<file path="src/rtl/fifo_rr_arbiter.sv">
// Round-robin read scheduler: pops one flit at a time from NumPorts input FIFOs and presents it on a valid/ready output.
// Optional build macro ARB_LOCAL_PRIO_EN gives the local port (index NumPorts-1) absolute priority.
module fifo_rr_arbiter #(
   parameter int NumPorts      = 7,
   parameter int PortIdWidth   = 3,
   parameter int FlitWidth     = 82,
   parameter int ChildrenWidth = 3
) (
   input  logic                                            clk,
   input  logic                                            rst,
   input  logic [NumPorts-1:0]                             fifo_empty,
   input  logic [NumPorts*(FlitWidth+ChildrenWidth)-1:0]   fifo_data,
   output logic [NumPorts-1:0]                             rd_en,
   input  logic                                            out_ready,
   output logic                                            out_valid,
   output logic [FlitWidth+ChildrenWidth-1:0]              out_flit,
   output logic [PortIdWidth-1:0]                          grant_id,
   output logic                                            busy
);

   localparam int SlotWidth = FlitWidth + ChildrenWidth;
   localparam int NumSlots  = 1 << PortIdWidth;
   localparam int ValidBit  = FlitWidth - 1;
   localparam logic [PortIdWidth-1:0] LocalPort = PortIdWidth'(NumPorts - 1);

   typedef enum logic [1:0] {ARB, FETCH, SEND} state_t;

   state_t                 state;
   state_t                 state_next;
   logic [PortIdWidth-1:0] rr_ptr;
   logic [PortIdWidth-1:0] upper_idx;
   logic [PortIdWidth-1:0] lower_idx;
   logic                   upper_found;
   logic                   found;
   logic [PortIdWidth-1:0] winner;
   logic                   local_grant;
   logic [PortIdWidth-1:0] ptr_after_winner;
   logic [SlotWidth-1:0]   slot [NumSlots];
   logic [SlotWidth-1:0]   fetched;
   logic                   fetched_valid;

   // Unused slots are tied off so grant_id can index the full power-of-two range safely.
   for (genvar i = 0; i < NumSlots; i++) begin : g_slot
      if (i < NumPorts) begin : g_used
         assign slot[i] = fifo_data[i*SlotWidth +: SlotWidth];
      end else begin : g_pad
         assign slot[i] = '0;
      end
   end

   assign fetched       = slot[grant_id];
   assign fetched_valid = fetched[ValidBit];
   assign found         = (fifo_empty != '1);

   // Two-pass search: lowest non-empty port at or above rr_ptr, else lowest non-empty overall (the wrap).
   always_comb begin
      upper_found = 1'b0;
      upper_idx   = '0;
      lower_idx   = '0;
      for (int p = NumPorts - 1; p >= 0; p--) begin
         if (!fifo_empty[p]) begin
            lower_idx = PortIdWidth'(p);
            if (PortIdWidth'(p) >= rr_ptr) begin
               upper_found = 1'b1;
               upper_idx   = PortIdWidth'(p);
            end
         end
      end
   end

   always_comb begin
      winner      = upper_found ? upper_idx : lower_idx;
      local_grant = 1'b0;
`ifdef ARB_LOCAL_PRIO_EN
      if (!fifo_empty[NumPorts-1]) begin
         winner      = LocalPort;
         local_grant = 1'b1;
      end
`endif
   end

   assign ptr_after_winner = (winner == LocalPort) ? '0 : winner + PortIdWidth'(1);

   always_ff @(posedge clk) begin
      if (!rst) begin
         state <= ARB;
      end else begin
         state <= state_next;
      end
   end

   always_comb begin
      state_next = state;
      case (state)
         ARB:     if (found) state_next = FETCH;
         FETCH:   state_next = fetched_valid ? SEND : ARB;
         SEND:    if (out_ready) state_next = ARB;
         default: state_next = ARB;
      endcase
   end

   always_comb begin
      rd_en = '0;
      for (int p = 0; p < NumPorts; p++) begin
         rd_en[p] = (state == ARB) && found && (winner == PortIdWidth'(p));
      end
      busy = (state != ARB);
   end

   // Local-priority grants leave rr_ptr alone so the remote ports keep their turn order.
   always_ff @(posedge clk) begin
      if (!rst) begin
         rr_ptr    <= '0;
         grant_id  <= '0;
         out_flit  <= '0;
         out_valid <= 1'b0;
      end else begin
         if (state == ARB && found) begin
            grant_id <= winner;
            if (!local_grant) begin
               rr_ptr <= ptr_after_winner;
            end
         end
         if (state == FETCH && fetched_valid) begin
            out_flit  <= fetched;
            out_valid <= 1'b1;
         end
         if (state == SEND && out_ready) begin
            out_valid <= 1'b0;
         end
      end
   end

endmodule

</file>
<file path="config.mk">
export PLATFORM = sky130hd
export DESIGN_NAME = fifo_rr_arbiter
export DESIGN_NICKNAME = d
export VERILOG_FILES = /design/src/rtl/fifo_rr_arbiter.sv
export SDC_FILE = /design/constraint.sdc
export NUM_CORES = 1
export LEC_CHECK = 0
export BUFFER_PORTS_ARGS = -buffer_cell sky130_fd_sc_hd__buf_2
export CAP_MARGIN = 30
export CORE_AREA = 5 5 269 271
export CTS_CLUSTER_DIAMETER = 150
export DETAILED_ROUTE_END_ITERATION = 16
export DIE_AREA = 0 0 274 276
export PLACE_DENSITY_LB_ADDON = 0.25
export SKIP_CTS_REPAIR_TIMING = 1
export SYNTH_ARGS = -nofsm -noshare
export SYNTH_HDL_FRONTEND = slang
export SYNTH_SLANG_ARGS = --single-unit
</file>
<file path="constraint.sdc">
create_clock -name clk -period 4.08 [get_ports clk]
set_input_delay 0.408 -clock clk [delete_from_list [all_inputs] [get_ports clk]]
set_output_delay 0.408 -clock clk [all_outputs]
set_load 0.03 [all_outputs]
</file>
* Word-level counts from Yosys, hierarchy flattened
Index checks and enable logic that the tools add are counted.
Cells by class: muxes and demuxes 44, add/sub/neg operators 1, bitwise operators 2, $lt $le $gt $ge 8, reduce and logical (&&, ||, !) cells 15, eq/ne operators 11
Operators by type and width (count):
- binary-select mux 85 bit (select 3 bit) | 1
- two-way mux 85 bit | 2
- two-way mux 3 bit | 23
- two-way mux 1 bit | 14
- logical AND 1 bit | 10
- equality test 3 bit (second input constant) | 3
- greater-or-equal comparator 3 bit (first input constant) | 3
- inequality test 7 bit (second input constant) | 1
- equality test 3 x 2 -> 1 bit (second input constant) | 2
- greater-or-equal comparator 1 x 3 -> 1 bit (first input constant) | 2
- greater-or-equal comparator 2 x 3 -> 1 bit (first input constant) | 2
- two-way mux 2 bit | 3
- one-hot mux 2 bit (3 select lines) | 1
- greater-or-equal comparator 4 bit (second input constant) | 1
- inequality test 2 bit (second input constant) | 2
- NOT 3 -> 4 bit | 1
- adder 3 x 1 -> 3 bit (second input constant) | 1
- equality test 3 x 1 -> 1 bit (second input constant) | 1
- zero test 3 bit | 1
- equality test 2 x 1 -> 1 bit (second input constant) | 1
- equality test 2 bit (second input constant) | 1
- zero test 2 bit | 1
- AND reduction 2 bit | 1
- nonzero test 2 bit | 1
- 2 further kinds | 2
Word-level totals: logic and storage cells 86, output and inout port bits 97, bits of input ports 605, register bits after elaboration 94

* Logic depth before layout (Yosys ltp)
depth in word-level cells 18, gate-level depth with buffers 11, mapped depth without buffers 10

* Worst setup path after synthesis
No wires, ideal clock.
path type register to output, from reg rr_ptr[1], to out rd_en[2], arrival time 2.245 ns, buffers on the path 1, required time 3.672 ns, stages on the path, launching flop included 8, path slack 1.427 ns, cells stage by stage dfxtp_1 > clkbuf_1 > a21oi_1 > o211a_1 > o21ai_0 > a22oi_1 > nand2_1 > nor4_1
On the way: longest elaborated chain between the ends 18, elaborated cells on any way between the ends 38, those cells by class 7 x order compare; 1 x eq/ne; 29 x mux; 1 x reduce/logical
Ends and longest elaborated chain:
- start: declaration | RTL line 30 | logic [PortIdWidth-1:0] rr_ptr;
- start signal: assignment | RTL line 121 | rr_ptr <= ptr_after_winner;
- greater-or-equal comparator 3 bit | RTL line 63 | if (PortIdWidth'(p) >= rr_ptr) begin
- two-way mux 1 bit / two-way mux 3 bit (equally long branches) | RTL line 63
- two-way mux 1 bit / two-way mux 3 bit (equally long branches) | RTL line 61 | if (!fifo_empty[p]) begin
- two-way mux 1 bit / two-way mux 3 bit (equally long branches) | RTL line 63
- two-way mux 1 bit / two-way mux 3 bit (equally long branches) | RTL line 61
- two-way mux 1 bit / two-way mux 3 bit (equally long branches) | RTL line 63
- two-way mux 1 bit / two-way mux 3 bit (equally long branches) | RTL line 61
- two-way mux 1 bit / two-way mux 3 bit (equally long branches) | RTL line 63
- [... 2 more ...]
- two-way mux 1 bit / two-way mux 3 bit (equally long branches) | RTL line 61
- two-way mux 1 bit / two-way mux 3 bit (equally long branches) | RTL line 63
- two-way mux 1 bit / two-way mux 3 bit (equally long branches) | RTL line 61
- two-way mux 1 bit / two-way mux 3 bit (equally long branches) | RTL line 63
- two-way mux 1 bit / two-way mux 3 bit (equally long branches) | RTL line 61
- two-way mux 3 bit * | RTL line 72 | winner = upper_found ? upper_idx : lower_idx;
- equality test 3 x 2 -> 1 bit * | RTL line 105 | rd_en[p] = (state == ARB) && found && (winner == PortIdWidth'(p));
- logical AND 1 bit * | RTL line 105
- end: declaration | RTL line 13 | output logic [NumPorts-1:0] rd_en,
Every way passes the cells marked *; elsewhere a longest branch is shown, timed or not.

* Final worst setup path
from reg rr_ptr[2], to out rd_en[3]
Same word-level chain as after synthesis.

==> impl_metrics.csv <==
group,metric,value,unit
run_status,status,"finished clean",
critical_path,critPathCaptureType,"output pin",
layout,finish.utilization,0.182,
sta,rsz0062_at_grt,"false",
clocking,htree_levels,3,
sta,skew,0.0121,ns
layout,fillCellCount,7936,
drt,postRouteAntennaNets,0,
synth,yosysSeqAreaShare,0.238,
synth,synthTopCellsByArea,"mux4_2, dfxtp_1, o211ai_1",
die,ios,702,
die,core-area,69500,um^2
layout,multi_input_area,5600,um^2
global_routing,antenna_found_initial,12,
synth,yosysWarningCount,0,
critical_path,crit_path_max_fanout,11,
synth,ys_async_sr_fraction,0,
synth,yosysUniqueCellTypes,41,
layout,area_delta_synth_final,60.5,%
pwr,p_clk_frac,0.182,
drt,wirelength,51100,um
sta,period_needed,2.89,ns
pwr,power_frac_seq,0.237,
hold_path,min_to,"out_valid",
synth,yosysTopAreaCellShare,0.243,
place,gp_congestion,0.883,
critical_path,worstReg2RegStart,"grant_id[1]",
drt,drc,0,
pwr,p_sw,2.41,mW
critical_path,critPathArrivalTime,2.48,ns
pwr,power_density,413,nW/um^2
drt,routedWlPerCell,20.8,um
sta,tightest_slew,0.886,ns
drt,via_per_inst,3.99,
clocking,clk_latency,0.38,ns
global_routing,grt_overflow,0,
die,rows,97,
synth,yosys.area.top_type,"mux4_2",
synth,synth_fp_nets,1477,
pwr,ir_worst_vdd,0.000245,V
hold_path,holdCritPathClass,"input pin to register",
global_routing,grt_pass1_wl,71900,um
sta,finalSetupTns,0,ns
clocking,cts_buffer_depth,2,
place,placed_cell_area,12300,um^2
sta,final-hold-violation-count,0,
synth,synth_cells,871,
place,io_buffers,701,
drt,vias,9775,
global_routing,grt.total_usage,0.128,
die,die_w,274,um
global_routing,grt_pass1_vias,10655,
layout,ff_latch_area,1890,um^2
layout,drive_gt1_frac,0.548,
pwr,internal-power,2.83,mW
hold_path,holdPathStages,2,
clocking,cts_root_buf,"clkbuf_16",
clocking,cts_tree,"done",
sta,finalSetupViolations,0,
sta,fmaxAchievable,0.346,GHz
place,place_hpwl,42200,um
critical_path,critPathLaunchType,"register",
global_routing,grt_max_degree,95,
critical_path,worst-r2r-cell-count,4,
synth,synth_common_cells,"nand2_1, o211ai_1, dfxtp_1",
die,fp.dieH,276,um
sta,max-slew-margin-rel,0.410,
synth,avgSynthCellArea,9.06,um^2
layout,layout.nets,2104,
synth,yosysMostFrequentCell,"nand2_1",
pwr,p_leak,5.15,nW
sta,fin_crit_sh,0.707,
die,die_area,75600,um^2
synth,synth_edf_count,0,
hold_path,worstHoldStart,"out_ready",
critical_path,r2r_setup_slack,1.69,ns
pwr,pwr-share-comb,0.581,
sta,drv_slew,0,
critical_path,r2r-end,"out_flit[17]",
critical_path,crit_type,"register to output pin",
synth,synth-main-ff-cell,"dfxtp_1",
clocking,cts_buffers,9,
flow_run,maxCapViolations,0,
pwr,p_sw_frac,0.460,
drt,first_pass_iters,5,
synth,synth_area,7890,um^2
layout,fin_area,12700,um^2
critical_path,worstPathRequired,3.67,ns
die,start_util,0.113,
clocking,path_clk_slew,0.08,ns
drt,drt_iter0_drc,394,
clocking,clkSinkCount,94,
synth,yosys_register_bits,94,
==> logic make-up after synthesis <==
kind of cell               share of synthesized area
buffers and inverters                         0.0534
and+or+nand+nor                                0.109
DFF                                            0.238
AOI/OAI and AO/OA                              0.247
adders and majority gates                    0.00159
muxes                                          0.350
==> layout by cell type (no fill, tap or decap), types with 3 or more instances in the layout <==
| master | instances |
|---|---|
| buf_4 | 9 |
| o21ai_0 | 5 |
| a21oi_1 | 93 |
| inv_1 | 3 |
| nand3_1 | 4 |
| buf_12 | 4 |
| mux2i_1 | 85 |
| o211ai_1 | 169 |
| dfxtp_4 | 3 |
| nor3_1 | 5 |
| diode_2 | 7 |
| nor2_1 | 15 |
| clkbuf_16 | 9 |
| dfxtp_1 | 91 |
| mux4_2 | 85 |
| buf_2 | 701 |
| nand2_1 | 177 |
==> per-layer routing <==
layer	vias up	track usage	part of all wire	wire, um
li1	4626	-	-	-
met1	4596	0.135	0.37	19100
met2	497	0.231	0.51	25800
met3	50	0.0455	0.086	4390
met4	6	0.0484	0.033	1670
met5	-	0	0.00092	47
==> final cells by class <==
cell class	instances	area share
tap	940	0.0928
timing repair buffer	714	0.289
antenna	7	0.00138
inverter	4	0.00128
clock inverter	4	0.00435
multi-input combinational	675	0.442
sequential	94	0.149
clock buffer	12	0.0202
==> sequential cells by signal, indices dropped and copies added (netlist names) <==
name       flops
rr_ptr         3
out_valid      1
grant_id       3
out_flit      85
state          2
==> per-stage QoR <==
| step | setup slack, ns | hold slack [ns] | instances | power, mW |
|---|---|---|---|---|
| final | 1.19 | 0.239 | 2450 | 5.23 |
| after global routing | 0.860 | 0.228 | 2445 | 5.63 |
| after CTS | 1.15 | 0.183 | 2443 | 5.41 |
| after detailed placement | 1.50 | 0.443 | 2427 | 4.38 |
| after global placement | 1.47 | 0.440 | 2427 | 4.37 |
| after floorplan | 1.43 | 0.524 | 871 | 3.26 |
==> power by group through the flow <==
stage | sequential [mW] | clock, mW | combinational (mW)
after floorplan | 1.45 | 0 | 1.81
after global placement | 1.26 | 0 | 3.11
after detailed placement | 1.26 | 0 | 3.12
after CTS | 1.24 | 1.04 | 3.13
after global routing | 1.27 | 1.06 | 3.31
final | 1.24 | 0.953 | 3.04
==> worst max path at each step <==
stage / slack [ns] / to / from
after floorplan: 1.43 / rd_en[2] / rr_ptr[1]
after global placement: 1.47 / rd_en[3] / fifo_empty[0]
after detailed placement: 1.50 / rd_en[3] / fifo_empty[0]
after CTS: 1.15 / rd_en[3] / rr_ptr[0]
after global routing: 0.86 / rd_en[3] / rr_ptr[0]
final: 1.19 / rd_en[3] / rr_ptr[2]
==> critical path, stage by stage, from the launching register on <==
cell and delay (ns):
dfxtp_1 0.55, nand2_1 0.12, o211a_1 0.26, o21ai_0 0.27, a22oi_1 0.21, nor2b_1 0.18, ha_1 0.21, and2_1 0.13
buf_2 0.17
Power figures use the tool's default switching activity.
